<file path="src/rtl/instr_fetch.sv">
// Instruction fetch unit: owns the PC, issues one instruction-memory read at a time,
// and hands the returned word to decode over a valid/ready handshake.
module instr_fetch #(
    parameter logic [31:0] RESET_PC = 32'h0000_0000
) (
    input  logic        clk,
    input  logic        rst_n,
    output logic        imem_req,
    output logic [31:0] imem_addr,
    input  logic        imem_rvalid,
    input  logic [31:0] imem_rdata,
    output logic [31:0] instr,
    output logic        instr_valid,
    input  logic        instr_ready,
    output logic [31:0] pc,
    input  logic        branch_taken,
    input  logic [31:0] branch_offset,
    input  logic        jump,
    input  logic [25:0] jump_target,
    output logic [31:0] link_addr,
    output logic [31:0] retired_count
);

    localparam logic [1:0] S_RESET = 2'd0;
    localparam logic [1:0] S_FETCH = 2'd1;
    localparam logic [1:0] S_WAIT  = 2'd2;
    localparam logic [1:0] S_VALID = 2'd3;

    localparam logic [31:0] PC_INIT = {RESET_PC[31:2], 2'b00};

    logic [1:0]  r_state;
    logic [31:0] r_pc;
    logic [31:0] r_instr;
    logic [31:0] r_link_addr;
    logic [31:0] r_retired_count;

    logic        w_accept;
    logic [31:0] w_pc_plus4;
    logic [31:0] w_branch_target;
    logic [31:0] w_jump_target;
    logic [31:0] w_npc;

    assign w_accept        = (r_state == S_VALID) && instr_ready;
    assign w_pc_plus4      = r_pc + 32'd4;
    assign w_branch_target = w_pc_plus4 + (branch_offset << 2);
    assign w_jump_target   = {w_pc_plus4[31:28], jump_target, 2'b00};

    // Branch outranks jump when decode raises both.
    always_comb begin
        w_npc = w_pc_plus4;
        if (branch_taken) begin
            w_npc = w_branch_target;
        end else if (jump) begin
            w_npc = w_jump_target;
        end
    end

    always_ff @(posedge clk or negedge rst_n) begin
        if (!rst_n) begin
            r_state <= S_RESET;
        end else begin
            case (r_state)
                S_RESET: r_state <= S_FETCH;
                S_FETCH: r_state <= S_WAIT;
                S_WAIT:  if (imem_rvalid) r_state <= S_VALID;
                S_VALID: if (instr_ready) r_state <= S_FETCH;
                default: r_state <= S_RESET;
            endcase
        end
    end

    // Read data is captured only while a request is outstanding; stray beats are dropped.
    always_ff @(posedge clk or negedge rst_n) begin
        if (!rst_n) begin
            r_instr <= 32'd0;
        end else if ((r_state == S_WAIT) && imem_rvalid) begin
            r_instr <= imem_rdata;
        end
    end

    always_ff @(posedge clk or negedge rst_n) begin
        if (!rst_n) begin
            r_pc            <= PC_INIT;
            r_link_addr     <= 32'd0;
            r_retired_count <= 32'd0;
        end else if (w_accept) begin
            r_pc            <= w_npc;
            r_link_addr     <= w_pc_plus4;
            r_retired_count <= r_retired_count + 32'd1;
        end
    end

    assign imem_req      = (r_state == S_FETCH);
    assign imem_addr     = r_pc;
    assign instr         = r_instr;
    assign instr_valid   = (r_state == S_VALID);
    assign pc            = r_pc;
    assign link_addr     = r_link_addr;
    assign retired_count = r_retired_count;

endmodule

</file>
<file path="config.mk">
export PLATFORM = sky130hd
export DESIGN_NAME = instr_fetch
export DESIGN_NICKNAME = d
export VERILOG_FILES = /design/src/rtl/instr_fetch.sv
export SDC_FILE = /design/constraint.sdc
export NUM_CORES = 1
export LEC_CHECK = 0
export ABC_AREA = 0
export ABC_CLOCK_PERIOD_IN_PS = 4300
export CAP_MARGIN = 15
export CORE_ASPECT_RATIO = 1.4
export CORE_MARGIN = 2
export CORE_UTILIZATION = 47
export DETAILED_ROUTE_END_ITERATION = 6
export PLACE_DENSITY = 0.81
export RECOVER_POWER = 50
export SKIP_LAST_GASP = 1
export SLEW_MARGIN = 30
export SYNTH_ARGS = -nofsm -noshare
export SYNTH_HDL_FRONTEND = slang
export SYNTH_SLANG_ARGS = --single-unit
</file>
<file path="constraint.sdc">
create_clock -name clk -period 4.3 [get_ports clk]
set_clock_uncertainty 0.2 [all_clocks]
set_input_delay 0.645 -clock clk [delete_from_list [all_inputs] [get_ports clk]]
set_output_delay 0.645 -clock clk [all_outputs]
set_load 0.01 [all_outputs]
</file>
==> flow_summary.json <==
{
  "grt_max_degree": 82,
  "synthSimpleGateAreaFrac": 0.188,
  "ant_nets": 0,
  "final.fill_count": 1337,
  "firstDrtPassIters": 5,
  "yosys.area_share.adder": 0.0665,
  "min_from": "link_addr[31]",
  "clockBufferDepth": 2,
  "synthArstFlopShare": 1.00,
  "syn_inst": 868,
  "min_period_ns": 4.18,
  "reg2reg_setup_slack_ns": 0.12,
  "tns_ns": 0,
  "syn-mean-instance-area_um2": 9.23,
  "yosysSeqAreaShare": 0.394,
  "yosys_most_used_dff": "dfrtp_1",
  "max-vdd-ir-drop_v": 0.000316,
  "multi_input_area_mm2": 0.00441,
  "hold_path.class": "flop to flop",
  "tightest_slew_ns": 2.73,
  "die_w_um": 114,
  "drv_slew": 79,
  "worstHoldEndpoint": "link_addr[31]",
  "ys_types": 66,
  "grt-ovfl-total": 0,
  "viasPerCell": 5.64,
  "vias": 7307,
  "drv_cap": 2,
  "final_hold_viol_count": 0,
  "numCtsBuffers": 17,
  "r2r-end": "imem_addr[26]",
  "clkTransAtPathRegs_ns": 0.07,
  "cts_tree": "built",
  "diodes": 0,
  "power_w": 0.00740,
  "wirelength_um": 23900,
  "start_util": 0.478,
  "crit_arrival_ns": 4.24,
  "regArea_mm2": 0.00315,
  "die_y_um": 158,
  "synth_edf_count": 0,
  "synth_top_area_cell": "dfrtp_1",
  "grt_pass1_wl_um": 37300,
  "status": "complete, but fails checks",
  "critPathKind": "flop to flop",
  "synth_top_area_frac": 0.394,
  "netlist_area_mm2": 0.00801,
  "core_mm2": 0.0167,
  "cp.required_ns": 4.36,
  "reg2regPathDepth": 13,
  "drc": 0,
  "h-tree-depth": 4,
  "synth_seq_cells": 126,
  "gpl.final_weighted_congestion": 0.919,
  "grt_pass1_vias": 7293,
  "start_kind": "flop",
  "routedWlPerCell_um": 18.4,
  "finalCritPeriodShare": 0.971,
  "ctsHoldBuffers": 0,
  "die-area_mm2": 0.0181,
  "finalNetCount": 1217,
  "hpwl_um": 17900,
  "synth_area_leaders": "dfrtp_1 39%, nand2_1 6.5%, ha_1 6.4%",
  "post_cts_buffers": 0,
  "rr_startpoint": "imem_addr[3]",
  "synth_compound_area_frac": 0.129,
  "finalSetupViolCount": 0,
  "relSlewSlack": -0.821,
  "holdPathStages": 2,
  "muxShareOfSynthArea": 0.0731,
  "clk-insertion-delay-late_ns": 0.42,
  "cts_sinks": 126,
  "antenna_found_initial": 0,
  "drtIter0Drc": 461,
  "timing.fmax_ghz": 0.239,
  "worst_setup_path_end_kind": "flop",
  "path_max_fanout": 6,
  "failed_checks": "max-capacitance violations, max-slew violations",
  "track_usage": 0.264,
  "drive_above_1_share": 0.0907,
  "synth-xor-area-share": 0.0885,
  "rows": 56,
  "p_leak_nw": 4.86,
  "root_buffer": "clkbuf_16",
  "pin_count": 258,
  "portBuffers": 249,
  "area_growth_pct": 37.7,
  "yosys_warnings": 0,
  "synth_top_family_by_area": "simple AND/OR/NAND/NOR gates",
  "power_density_mw_per_mm2": 671
}
[sequential cells by signal, summed over array words and instances (netlist names)]
signal,flops
retired_count,32
instr,32
r_state,2
imem_addr,30
link_addr,30
[how the worst max path moves through the flow]
stage	from	to	slack (ns)
floorplan	imem_addr[2]	imem_addr[30]	0.73
global placement	imem_addr[3]	imem_addr[30]	0.20
detailed placement	imem_addr[3]	imem_addr[30]	0.01
CTS	imem_addr[3]	imem_addr[26]	0.12
global route	imem_addr[3]	imem_addr[30]	-0.03
finish	imem_addr[3]	imem_addr[26]	0.12
[where the power goes]
group | total (W) | switching (W) | internal (W)
Sequential | 0.00206 | 0.000440 | 0.00162
Clock | 0.00145 | 0.000613 | 0.000833
Combinational | 0.00389 | 0.00191 | 0.00198
Total | 0.00740 | 0.00296 | 0.00444
[cell families (layout without fill, tap and decap cells)]
kind of cell	count (synthesis)	count (layout)
AND/OR/NAND/NOR	314	314
AO/OA/AOI/OAI	162	162
flip-flops	126	126
buffers and inverters	88	307
XOR/XNOR	81	81
multiplexers	54	54
adder cells (fa/ha/maj)	42	42
other	1	6
[through the flow]
stage	cells	util	setup slack (ns)	hold WS, ns	cell area, um2
floorplan	873	-	0.728	0.149	8030
global placement	1263	0.624	0.201	0.256	10400
detailed placement	1263	0.624	0.0105	0.260	10400
CTS	1295	0.658	0.122	0.0637	11000
global route	1295	0.659	-0.0327	0.285	11000
finish	1295	0.659	0.125	0.276	11000
[layout make-up]
cell class,count,share of cell area
sequential,126,0.286
timing repair buffer,261,0.234
tap,203,0.0230
clock inverter,14,0.0133
multi-input combinational,659,0.400
inverter,14,0.00476
clock buffer,18,0.0398
[timing repair]
| item | in CTS | in global routing |
|---|---|---|
| endpoints found under the setup margin | 2 | 6 |
| pin swaps | 0 | 1 |
| gates resized for setup | 1 | 4 |
| cloned | 0 | 0 |
[placed cells by master, fill, tap and decap left out, types with 7 or more instances in the layout]
master / netlist / final
nor3_1: 15 / 14
clkdlybuf4s50_1: 0 / 246
a21oi_1: 44 / 44
mux2i_1: 18 / 18
mux2_2: 36 / 36
clkbuf_16: 0 / 17
dfrtp_1: 126 / 126
xnor2_1: 47 / 47
o21ai_0: 44 / 44
nor2_1: 64 / 63
ha_1: 41 / 41
o21bai_1: 8 / 8
a21o_1: 14 / 14
and4_1: 10 / 10
and3_1: 10 / 10
buf_4: 36 / 9
nand3_1: 27 / 26
nand4_1: 15 / 15
xor2_1: 34 / 34
a211oi_1: 7 / 7
nand2_1: 139 / 138
inv_1: 14 / 14
[critical path: stages, from the launching register on]
cell,delay (ns)
dfrtp_1,0.46
ha_1,0.27
nand2_1,0.19
nor2_4,0.24
and4_2,0.26
xor2_1,0.28
ha_1,0.35
and3_1,0.22
a221oi_1,0.27
a21boi_2,0.33
o311ai_1,0.26
a311oi_2,0.36
xor2_1,0.21
o21ai_0,0.11
[layer usage]
metal | global-route usage | routed length [um]
met4 | 0.121 | 820
met3 | 0.0491 | 1300
met5 | 0 | 0
met1 | 0.296 | 9240
met2 | 0.481 | 12500
[synth_stat cells (4+ instances only)]
library cell  instances
a211oi_1              7
a21o_1               14
a21oi_1              44
a221oi_1              4
a22oi_1               4
and3_1               10
and4_1               10
buf_1                 9
buf_2                 6
buf_4                36
clkbuf_1             21
dfrtp_1             126
ha_1                 41
inv_1                14
mux2_2               36
mux2i_1              18
nand2_1             139
nand3_1              27
nand4_1              15
nor2_1               64
nor2b_1               5
nor3_1               15
nor3b_1               4
nor4_1                4
o21ai_0              44
o21bai_1              8
o221ai_1              5
xnor2_1              47
xor2_1               34
Power figures use the tool's default switching activity.
